$ cat src/rtl/proc_pkg.sv
// Shared definitions for the fetch sequencer slice.
//   - fsm_state_e : fetch FSM states (IDLE, RUN, DONE)
//   - COND_*      : br_cond encodings
//   - REL_OFF_W   : width of the signed relative branch offset
package proc_pkg;

  typedef enum logic [1:0] {
    IDLE,
    RUN,
    DONE
  } fsm_state_e;

  localparam logic [1:0] COND_ALWAYS = 2'b00;
  localparam logic [1:0] COND_Z      = 2'b01;
  localparam logic [1:0] COND_NZ     = 2'b10;
  localparam logic [1:0] COND_PAR    = 2'b11;

  localparam int unsigned REL_OFF_W = 8;

endpackage

$ cat src/rtl/jump_lut.sv
// Software-loadable jump-target table.
//   clk_i      : clock, entries update on the rising edge
//   rst_i      : asynchronous active-high reset, clears every entry to 0
//   wr_en_i    : write strobe
//   wr_idx_i   : entry index to write
//   wr_data_i  : target value to write
//   rd_idx_i   : entry index to read
//   rd_data_o  : combinational read of the registered entry (pre-write value)
module jump_lut #(
  parameter int unsigned LUT_N = 4,
  parameter int unsigned D     = 12,
  localparam int unsigned IdxW = $clog2(LUT_N)
) (
  input  logic            clk_i,
  input  logic            rst_i,
  input  logic            wr_en_i,
  input  logic [IdxW-1:0] wr_idx_i,
  input  logic [D-1:0]    wr_data_i,
  input  logic [IdxW-1:0] rd_idx_i,
  output logic [D-1:0]    rd_data_o
);

  logic [D-1:0] mem_q [LUT_N];
  logic [D-1:0] mem_d [LUT_N];

  always_comb begin
    mem_d = mem_q;
    if (wr_en_i) begin
      mem_d[wr_idx_i] = wr_data_i;
    end
  end

  always_ff @(posedge clk_i or posedge rst_i) begin
    if (rst_i) begin
      for (int i = 0; i < LUT_N; i++) begin
        mem_q[i] <= '0;
      end
    end else begin
      mem_q <= mem_d;
    end
  end

  // Reads the registered array, so a same-cycle write is not visible here.
  assign rd_data_o = mem_q[rd_idx_i];

endmodule

$ cat src/rtl/fetch_sequencer.sv
// Fetch unit: program counter, run/done handshake, conditional absolute
// (table) and signed relative branches.
//   clk, reset          : clock and asynchronous active-high reset
//   req                 : start request, honoured in IDLE and DONE
//   lut_wr_*            : jump-table write port
//   br_en/br_abs/br_cond/br_sel/rel_off : branch controls for current instr
//   zero_q, pari_q      : registered ALU flags used by br_cond
//   halt_instr          : current instruction is HALT
//   br_call, ret        : return-stack push/pop (only with CALL_STACK_EN)
//   prog_ctr            : fetch address
//   run, done           : decoded from FSM state
//   stk_err             : sticky stack over/underflow flag
// Build option: define CALL_STACK_EN to add a STACK_D-deep return stack;
// otherwise br_call/ret are ignored and stk_err is 0.
module fetch_sequencer
  import proc_pkg::*;
#(
  parameter int unsigned D         = 12,
  parameter int unsigned LUT_N     = 4,
  parameter int unsigned HALT_ADDR = 128,
  parameter int unsigned STACK_D   = 4,
  localparam int unsigned IdxW     = $clog2(LUT_N)
) (
  input  logic                 clk,
  input  logic                 reset,
  input  logic                 req,
  input  logic                 lut_wr_en,
  input  logic [IdxW-1:0]      lut_wr_idx,
  input  logic [D-1:0]         lut_wr_data,
  input  logic                 br_en,
  input  logic                 br_abs,
  input  logic [1:0]           br_cond,
  input  logic [IdxW-1:0]      br_sel,
  input  logic [REL_OFF_W-1:0] rel_off,
  input  logic                 zero_q,
  input  logic                 pari_q,
  input  logic                 halt_instr,
  input  logic                 br_call,
  input  logic                 ret,
  output logic [D-1:0]         prog_ctr,
  output logic                 run,
  output logic                 done,
  output logic                 stk_err
);

  localparam logic [D-1:0] HaltPc = D'(HALT_ADDR);

  fsm_state_e   state_q, state_d;
  logic [D-1:0] pc_q, pc_d;
  logic [D-1:0] pc_inc, pc_rel, lut_rd_data;
  logic         cond_true, taken;

  jump_lut #(
    .LUT_N (LUT_N),
    .D     (D)
  ) u_jump_lut (
    .clk_i     (clk),
    .rst_i     (reset),
    .wr_en_i   (lut_wr_en),
    .wr_idx_i  (lut_wr_idx),
    .wr_data_i (lut_wr_data),
    .rd_idx_i  (br_sel),
    .rd_data_o (lut_rd_data)
  );

  // Modulo-2**D arithmetic: wrap falls out of the fixed width.
  assign pc_inc = pc_q + D'(1);
  assign pc_rel = pc_q + {{(D - REL_OFF_W){rel_off[REL_OFF_W-1]}}, rel_off};

  always_comb begin
    cond_true = 1'b0;
    unique case (br_cond)
      COND_ALWAYS: cond_true = 1'b1;
      COND_Z:      cond_true = zero_q;
      COND_NZ:     cond_true = ~zero_q;
      COND_PAR:    cond_true = pari_q;
      default:     cond_true = 1'b0;
    endcase
  end

  assign taken = br_en & cond_true;

`ifdef CALL_STACK_EN
  localparam int unsigned SpW  = (STACK_D > 1) ? $clog2(STACK_D) : 1;
  localparam int unsigned CntW = $clog2(STACK_D + 1);

  // Circular buffer: wr_q is the next free slot; when full it points at the
  // oldest entry, so a push overwrites exactly that one.
  logic [D-1:0]    stk_q [STACK_D];
  logic [D-1:0]    stk_d [STACK_D];
  logic [SpW-1:0]  wr_q, wr_d, wr_dec;
  logic [CntW-1:0] cnt_q, cnt_d;
  logic            err_q, err_d;
  logic            stk_empty, stk_full;
  logic [D-1:0]    stk_top;
  logic            push_req, pop_req;

  assign stk_empty = (cnt_q == '0);
  assign stk_full  = (cnt_q == CntW'(STACK_D));
  assign wr_dec    = (wr_q == '0) ? SpW'(STACK_D - 1) : wr_q - SpW'(1);
  assign stk_top   = stk_q[wr_dec];

  always_comb begin
    stk_d = stk_q;
    wr_d  = wr_q;
    cnt_d = cnt_q;
    err_d = err_q;
    if (push_req) begin
      stk_d[wr_q] = pc_inc;
      wr_d        = (wr_q == SpW'(STACK_D - 1)) ? '0 : wr_q + SpW'(1);
      if (stk_full) begin
        err_d = 1'b1;
      end else begin
        cnt_d = cnt_q + CntW'(1);
      end
    end else if (pop_req) begin
      if (stk_empty) begin
        err_d = 1'b1;
      end else begin
        wr_d  = wr_dec;
        cnt_d = cnt_q - CntW'(1);
      end
    end
  end

  always_ff @(posedge clk or posedge reset) begin
    if (reset) begin
      for (int i = 0; i < STACK_D; i++) begin
        stk_q[i] <= '0;
      end
      wr_q  <= '0;
      cnt_q <= '0;
      err_q <= 1'b0;
    end else begin
      stk_q <= stk_d;
      wr_q  <= wr_d;
      cnt_q <= cnt_d;
      err_q <= err_d;
    end
  end

  assign stk_err = err_q;
`else
  logic unused_stack;
  assign unused_stack = br_call ^ ret ^ (STACK_D == 0);
  assign stk_err      = 1'b0;
`endif

  always_comb begin
    state_d = state_q;
    pc_d    = pc_q;
`ifdef CALL_STACK_EN
    push_req = 1'b0;
    pop_req  = 1'b0;
`endif
    unique case (state_q)
      IDLE, DONE: begin
        if (req) begin
          state_d = RUN;
          pc_d    = '0;
        end
      end
      RUN: begin
        if (halt_instr || (pc_q == HaltPc)) begin
          state_d = DONE;
`ifdef CALL_STACK_EN
        end else if (ret) begin
          pop_req = 1'b1;
          pc_d    = stk_empty ? pc_inc : stk_top;
`endif
        end else if (taken) begin
`ifdef CALL_STACK_EN
          push_req = br_call;
`endif
          pc_d = br_abs ? lut_rd_data : pc_rel;
        end else begin
          pc_d = pc_inc;
        end
      end
      default: begin
        state_d = IDLE;
        pc_d    = '0;
      end
    endcase
  end

  always_ff @(posedge clk or posedge reset) begin
    if (reset) begin
      state_q <= IDLE;
      pc_q    <= '0;
    end else begin
      state_q <= state_d;
      pc_q    <= pc_d;
    end
  end

  assign prog_ctr = pc_q;
  assign run      = (state_q == RUN);
  assign done     = (state_q == DONE);

endmodule

$ cat config.mk
export PLATFORM = sky130hd
export DESIGN_NAME = fetch_sequencer
export DESIGN_NICKNAME = d
export VERILOG_FILES = /design/src/rtl/proc_pkg.sv /design/src/rtl/jump_lut.sv /design/src/rtl/fetch_sequencer.sv
export SDC_FILE = /design/constraint.sdc
export NUM_CORES = 1
export LEC_CHECK = 0
export ABC_AREA = 0
export CORE_MARGIN = 2
export CORE_UTILIZATION = 55
export CTS_BUF_LIST = sky130_fd_sc_hd__clkbuf_8
export CTS_CLUSTER_SIZE = 8
export DETAILED_ROUTE_END_ITERATION = 8
export PLACE_DENSITY = 0.8
export SLEW_MARGIN = 20
export SYNTH_ARGS = -nofsm -noshare
export SYNTH_HDL_FRONTEND = slang
export SYNTH_SLANG_ARGS = --single-unit
$ cat constraint.sdc
create_clock -name clk -period 2.6 [get_ports clk]
set_clock_uncertainty 0.15 [all_clocks]
set_input_delay 0.26 -clock clk [delete_from_list [all_inputs] [get_ports clk]]
set_output_delay 0.26 -clock clk [all_outputs]
set_load 0.01 [all_outputs]
==> impl_metrics.env, run 1 <==
export IMPL_outcome="complete, no violations"
export IMPL_number_of_warnings_issued_by_yosys=0
export IMPL_path_cells="ha_1 > fa_1 > a211oi_2 > buf_4 > o21bai_1 > a211o_1 > a22oi_1 > o211ai_1"
export IMPL_hold_slack_ps=133
export IMPL_longest_clk_path_bufs=2
export IMPL_synth_top_family_by_area="multiplexers"
export IMPL_floorplan_die_height_um=86.6
export IMPL_vdd_ir_drop_max_uv=487
export IMPL_crit_required_ps=2680
export IMPL_synth_edf_count=0
export IMPL_synth_cells=328
export IMPL_seq_area_mm2=0.00155
export IMPL_critical_path_slowest_cell="dfrtp_1"
export IMPL_post_place_ws_ps=-51.8
export IMPL_grt_max_degree=63
export IMPL_first_iter_violations=317
export IMPL_grt_pass1_vias=3049
export IMPL_ant_nets=0
export IMPL_syn_cell_area_mm2=0.00375
export IMPL_power_frac_clock=0.307
export IMPL_antenna_found_initial=0
export IMPL_place_gp_congestion=0.846
export IMPL_worstSetupStartpointType="flip-flop"
export IMPL_ys_seq_area_frac=0.413
export IMPL_leakage_nw=1.97
export IMPL_grt_pass1_wl_um=15200
export IMPL_critical_path_endpoint_type="flip-flop"
export IMPL_setup_slack_ps=198
export IMPL_cts_root_buf="clkbuf_8"
export IMPL_synth_net_count=379
export IMPL_layout_area_overhead_vs_synth_pct=24.8
export IMPL_tritoncts_num_buffers=9
export IMPL_multi_input_comb_area_mm2=0.00209
export IMPL_cap_viol_max_count=0
export IMPL_synth_compound_area_share=0.157
export IMPL_antenna_cells_inserted=0
export IMPL_holdBufCountCts=0
export IMPL_synth_adder_area_share=0.0487
export IMPL_htree_num_levels=3
export IMPL_first_pass_drt_iterations=5
export IMPL_synth_cell_type_count=69
export IMPL_internal_power_w=0.00221
export IMPL_design_core_area_mm2=0.00668
export IMPL_clock_sinks=62
export IMPL_yosys_register_bits=62
export IMPL_rsz0062_at_grt="false"
export IMPL_postCtsSetupBuffers=0
export IMPL_io_buffers=48
export IMPL_clock_network_latency_to_the_later_pin_of_the_worst_skew_pair_ps=350
export IMPL_yosys_area_share_xor_xnor=0.00934
export IMPL_rows=30
export IMPL_grt_util_all_layers=0.262
export IMPL_finalCriticalPeriod_ps=2400
export IMPL_timing_setup_critical_path_class="flip-flop to flip-flop"
export IMPL_timing_critical_path_fanout_max=6
export IMPL_yosys_most_used_dff="dfrtp_1"
export IMPL_p_sw_frac=0.306
export IMPL_min_period_over_period=0.924
export IMPL_yosys_area_share_simple=0.115
export IMPL_synth_area_mux_share=0.224
export IMPL_power_per_cell_area_mw_per_mm2=681
export IMPL_hold_violations=0
export IMPL_die_area_mm2=0.00750
export IMPL_route_detailed_drc=0
export IMPL_power_share_combinational=0.294
export IMPL_async_reset_ff_frac=1.00
export IMPL_switching_power_w=0.000978
export IMPL_initial_core_util=0.562
export IMPL_detailed_place_hpwl_um=6380
export IMPL_clock_tree_from_tritoncts="yes"
export IMPL_drv_slew=0
export IMPL_n_fill_cell=486
export IMPL_globalRoute_totalOverflow=0
export IMPL_post_cts_resize_count=0
export IMPL_post_drt_via_cell_ratio=6.27
export IMPL_p_seq_frac=0.399
export IMPL_max_stage_delay_ps=460
export IMPL_die_width_um=86.6
export IMPL_syn_avg_cell_area_um2=11.4
export IMPL_drt_wirelength_per_cell_um=18.9
export IMPL_finalSetupTns_ps=0
export IMPL_hold_path_class="input port to asynchronous set/reset pin"
export IMPL_vias=3005
export IMPL_floorplan_io_pins=52
export IMPL_final_setup_viol_count=0
export IMPL_detail_route_wirelength_um=9070
export IMPL_cp_arrival_ps=2480
export IMPL_fmax_ghz=0.416
export IMPL_worst_slew_pin_slew_ps=545
export IMPL_post_route_cells_drive_above_1_share=0.271
export IMPL_layout_nets=445
export IMPL_worst_setup_hold_path_clk_slew_ps=80
export IMPL_slew_headroom=0.633
## metal layers
metal  global-route usage  vias to the layer above  routed length (um)  share of wire
met5                    0                        -                   0              0
met4               0.0753                        0                 145          0.016
met3               0.0552                       21                 492          0.054
met2                0.450                      116                4640           0.51
met1                0.335                     1464                3790           0.42
li1                     -                     1404                   -              -
## placed cells by master, fill, tap and decap left out, drive strengths merged, types with 4 or more instances in the layout
cell type / n
dfrtp: 62
ha: 13
nand4: 8
and2: 4
a31oi: 4
a211oi: 7
or3: 4
o21ai: 16
a211o: 4
mux4: 12
nor2: 12
inv: 14
a21oi: 14
nor3: 4
clkbuf: 10
a21o: 6
nand3: 5
mux2: 48
clkdlybuf4s50: 48
and3: 5
buf: 20
nand2: 15
nor4: 4
## path summary, 6_finish.rpt
path	slack, ps	end	startpoint	cells after the start
worst min register to register	360	u_jump_lut.mem_q[21]$_DFFE_PP0P_	u_jump_lut.mem_q[21]$_DFFE_PP0P_	1
worst min-delay path	130	state_q[0]$_DFFE_PP0P_	reset	3
min in group clk	360	u_jump_lut.mem_q[21]$_DFFE_PP0P_	u_jump_lut.mem_q[21]$_DFFE_PP0P_	1
worst max-delay path	200	prog_ctr[6]$_DFFE_PP0P_	prog_ctr[0]$_DFFE_PP0P_	8
worst max register to register	200	prog_ctr[6]$_DFFE_PP0P_	prog_ctr[0]$_DFFE_PP0P_	8
max in group asynchronous	1870	u_jump_lut.mem_q[31]$_DFFE_PP0P_	reset	3
## cell families after synthesis
kind of cell / count (synthesis)
DFF: 62
buffers and inverters: 26
adders and majority gates: 14
xor gates and xnor gates: 4
muxes: 63
AOI/OAI and AO/OA: 84
and+or+nand+nor: 74
other: 1
## power groups by stage
stage	combinational [W]	clock (W)	sequential, W
after floorplan	0.000598	0	0.00126
after global placement	0.000892	0	0.00127
after detailed placement	0.000926	0	0.00129
after CTS	0.000934	0.00100	0.00127
after global routing	0.00103	0.00104	0.00130
final	0.000937	0.000980	0.00127
## cell usage after synthesis, drive strengths merged (5+ instances only)
cell / count / area, um2
clkbuf: 5 / 22.5
and3: 5 / 32.5
inv: 13 / 48.8
a211oi: 7 / 52.6
dfrtp: 62 / 1550
nor2: 12 / 45.0
nand2: 15 / 56.3
mux4: 12 / 270
mux2: 48 / 541
buf: 8 / 46.3
ha: 13 / 163
a21o: 6 / 45.0
o21ai: 16 / 80.1
a21oi: 14 / 70.1
nand4: 8 / 56.3
nand3: 5 / 25.0
## critical path: cells and delay by family, from the launching register on
kind | cells | cell delay, ps
adder cells (fa/ha/maj) | 2 | 650
flip-flops | 1 | 460
AO/OA/AOI/OAI | 5 | 880
buffers and inverters | 1 | 150
## cell type report
type,count,area share
multi-input combinational,240,0.447
sequential,62,0.331
timing repair buffer,68,0.140
clock buffer,10,0.0294
tap,80,0.0214
clock inverter,6,0.0200
inverter,13,0.0104
## through the flow
stage | instance area [um2] | total power [W] | std cells | utilization
finish | 4680 | 0.00319 | 479 | 0.701
global route | 4680 | 0.00337 | 479 | 0.701
CTS | 4680 | 0.00321 | 479 | 0.700
detailed placement | 4440 | 0.00221 | 463 | 0.665
global placement | 4440 | 0.00216 | 463 | 0.665
floorplan | 3750 | 0.00186 | 328 | -
## flip-flops by register name, summed over array words and instances, names as in the netlist
name and flops:
prog_ctr 12, state_q 2, u_jump_lut.mem_q 48
Note: power is estimated with default switching activity, not from simulation.
==> run 2, diff against run 1 <==
==> constraint.sdc (replaced) <==
create_clock -name clk -period 2.7 [get_ports clk]
set_clock_uncertainty 0.15 [all_clocks]
set_input_delay 0.27 -clock clk [delete_from_list [all_inputs] [get_ports clk]]
set_output_delay 0.27 -clock clk [all_outputs]
set_load 0.01 [all_outputs]
==> impl_metrics.env, run 2 (synthesized netlist as in run 1, its figures left out) <==
export IMPL_drv_slew=0
export IMPL_outcome="complete, no violations"
export IMPL_worst_path_bufs_invs=0
export IMPL_tritoncts_num_buffers=9
export IMPL_holdBufCountCts=0
export IMPL_placement_cell_area_mm2=0.00440
export IMPL_layout_nets=439
export IMPL_antenna_cells_inserted=0
export IMPL_slew_headroom=0.669
export IMPL_vdd_ir_drop_max_uv=620
export IMPL_worst_r2r_startpoint="prog_ctr[0]$_DFFE_PP0P_"
export IMPL_first_iter_violations=174
export IMPL_critical_path_reg2reg_endpoint="prog_ctr[8]$_DFFE_PP0P_"
export IMPL_power_per_cell_area_mw_per_mm2=686
export IMPL_worst_setup_hold_path_clk_slew_ps=80
export IMPL_drt_wirelength_per_cell_um=18.2
export IMPL_clock_network_latency_to_the_later_pin_of_the_worst_skew_pair_ps=340
export IMPL_floorplan_io_pins=52
export IMPL_n_fill_cell=494
export IMPL_timing_critical_path_fanout_max=6
export IMPL_cap_viol_max_count=0
export IMPL_crit_top_cell="a21o_1"
export IMPL_final_cells=473
export IMPL_register_bank_with_the_most_flops="u_jump_lut.mem_q"
export IMPL_critical_path_slowest_cell="dfrtp_1"
export IMPL_post_drt_via_cell_ratio=6.25
export IMPL_detail_route_wirelength_um=8600
export IMPL_globalRoute_totalOverflow=0
export IMPL_dpl_cell_count=457
export IMPL_worstSetupStartpointType="flip-flop"
export IMPL_leakage_nw=1.96
export IMPL_post_route_cell_area_mm2=0.00467
export IMPL_initial_core_util=0.562
export IMPL_postCtsSetupBuffers=0
export IMPL_hold_path_class="input port to asynchronous set/reset pin"
export IMPL_io_buffers=48
export IMPL_post_route_cells_drive_above_1_share=0.257
export IMPL_finish_utilization=0.699
export IMPL_final_common_cell="dfrtp_1"
export IMPL_post_place_ws_ps=-29.2
export IMPL_die_area_mm2=0.00750
export IMPL_rows=30
export IMPL_worst_slew_pin_slew_ps=492
export IMPL_timing_setup_critical_path_class="flip-flop to flip-flop"
export IMPL_grt_max_degree=63
export IMPL_critical_path_endpoint_type="flip-flop"
export IMPL_max_stage_delay_ps=460
export IMPL_layout_area_overhead_vs_synth_pct=24.4
export IMPL_ant_nets=0
export IMPL_die_width_um=86.6
export IMPL_vias=2957
export IMPL_finalCriticalPeriod_ps=2520
export IMPL_place_gp_congestion=0.813
export IMPL_setup_slack_ps=178
export IMPL_multi_input_comb_area_mm2=0.00209
export IMPL_first_pass_drt_iterations=5
export IMPL_path_cells="ha_1 > fa_1 > a211oi_1 > o21ai_1 > a21o_1 > a21o_1 > a31oi_1"
export IMPL_final_setup_viol_count=0
export IMPL_hold_violations=0
export IMPL_crit_required_ps=2810
export IMPL_timing_reg2reg_worst_path_depth=7
export IMPL_seq_area_mm2=0.00155
export IMPL_leading_cell_types_in_the_layout_fill_and_taps_excluded="62 x dfrtp_1, 48 x mux2_2, 48 x clkdlybuf4s50_1"
export IMPL_detailed_place_hpwl_um=6150
export IMPL_htree_num_levels=3
export IMPL_fmax_ghz=0.397
export IMPL_clock_sinks=62
export IMPL_antenna_found_initial=0
export IMPL_cts_root_buf="clkbuf_8"
export IMPL_grt_pass1_wl_um=14000
export IMPL_cp_arrival_ps=2630
export IMPL_grt_util_all_layers=0.240
export IMPL_clock_tree_from_tritoncts="yes"
export IMPL_floorplan_die_height_um=86.6
export IMPL_longest_clk_path_bufs=2
export IMPL_design_core_area_mm2=0.00668
export IMPL_grt_pass1_vias=2910
export IMPL_route_detailed_drc=0
export IMPL_rsz0062_at_grt="false"
export IMPL_ff2ff_setup_slack_ps=180
export IMPL_largest_reg_flops=48
export IMPL_min_period_over_period=0.934
export IMPL_post_cts_resize_count=0
export IMPL_critPathTopFamily="compound AO/OA/AOI/OAI gates"
## run 2: report_power, final
group	internal, W	switching (W)
combinational	0.000465	0.000407
clock	0.000711	0.000399
sequential	0.00110	0.000125
total	0.00227	0.000931
## run 2: layout make-up
cell class / count / area share
sequential: 62 / 0.332
timing repair buffer: 62 / 0.131
clock inverter: 7 / 0.0311
inverter: 13 / 0.0105
tap: 80 / 0.0214
clock buffer: 9 / 0.0265
multi-input combinational: 240 / 0.447
## run 2: worst max path at each step
stage / cells past startpoint / endpoint / startpoint / slack, ps
5_1_grt: 7 / prog_ctr[8]$_DFFE_PP0P_ / prog_ctr[0]$_DFFE_PP0P_ / 20
3_3_place_gp: 8 / prog_ctr[10]$_DFFE_PP0P_ / rel_off[0] / 50
2_1_floorplan: 7 / prog_ctr[6]$_DFFE_PP0P_ / prog_ctr[0]$_DFFE_PP0P_ / 390
6_report: 7 / prog_ctr[8]$_DFFE_PP0P_ / prog_ctr[0]$_DFFE_PP0P_ / 180
4_1_cts: 7 / prog_ctr[8]$_DFFE_PP0P_ / prog_ctr[0]$_DFFE_PP0P_ / 180
3_5_place_dp: 8 / prog_ctr[10]$_DFFE_PP0P_ / rel_off[0] / -30
## run 2: stage by stage
step           TNS, ps  hold slack, ps  power (W)
2_1_floorplan        0             270    0.00179
3_3_place_gp         0             332    0.00206
3_5_place_dp     -59.6             340    0.00210
4_1_cts              0             160    0.00322
5_1_grt              0             173    0.00336
6_report             0             148    0.00320
## run 2: worst reg2reg max path, stage by stage, from the launching register on
cell	delay [ps]
dfrtp_1	460
ha_1	270
fa_1	400
a211oi_1	410
o21ai_1	220
a21o_1	200
a21o_1	170
a31oi_1	160
## run 2: routing by layer
metal / track usage / up-vias / share of wire
met3: 0.0486 / 6 / 0.056
met5: 0 / - / 0
li1: - / 1389 / -
met1: 0.308 / 1459 / 0.43
met4: 0.0866 / 0 / 0.0064
met2: 0.405 / 103 / 0.51
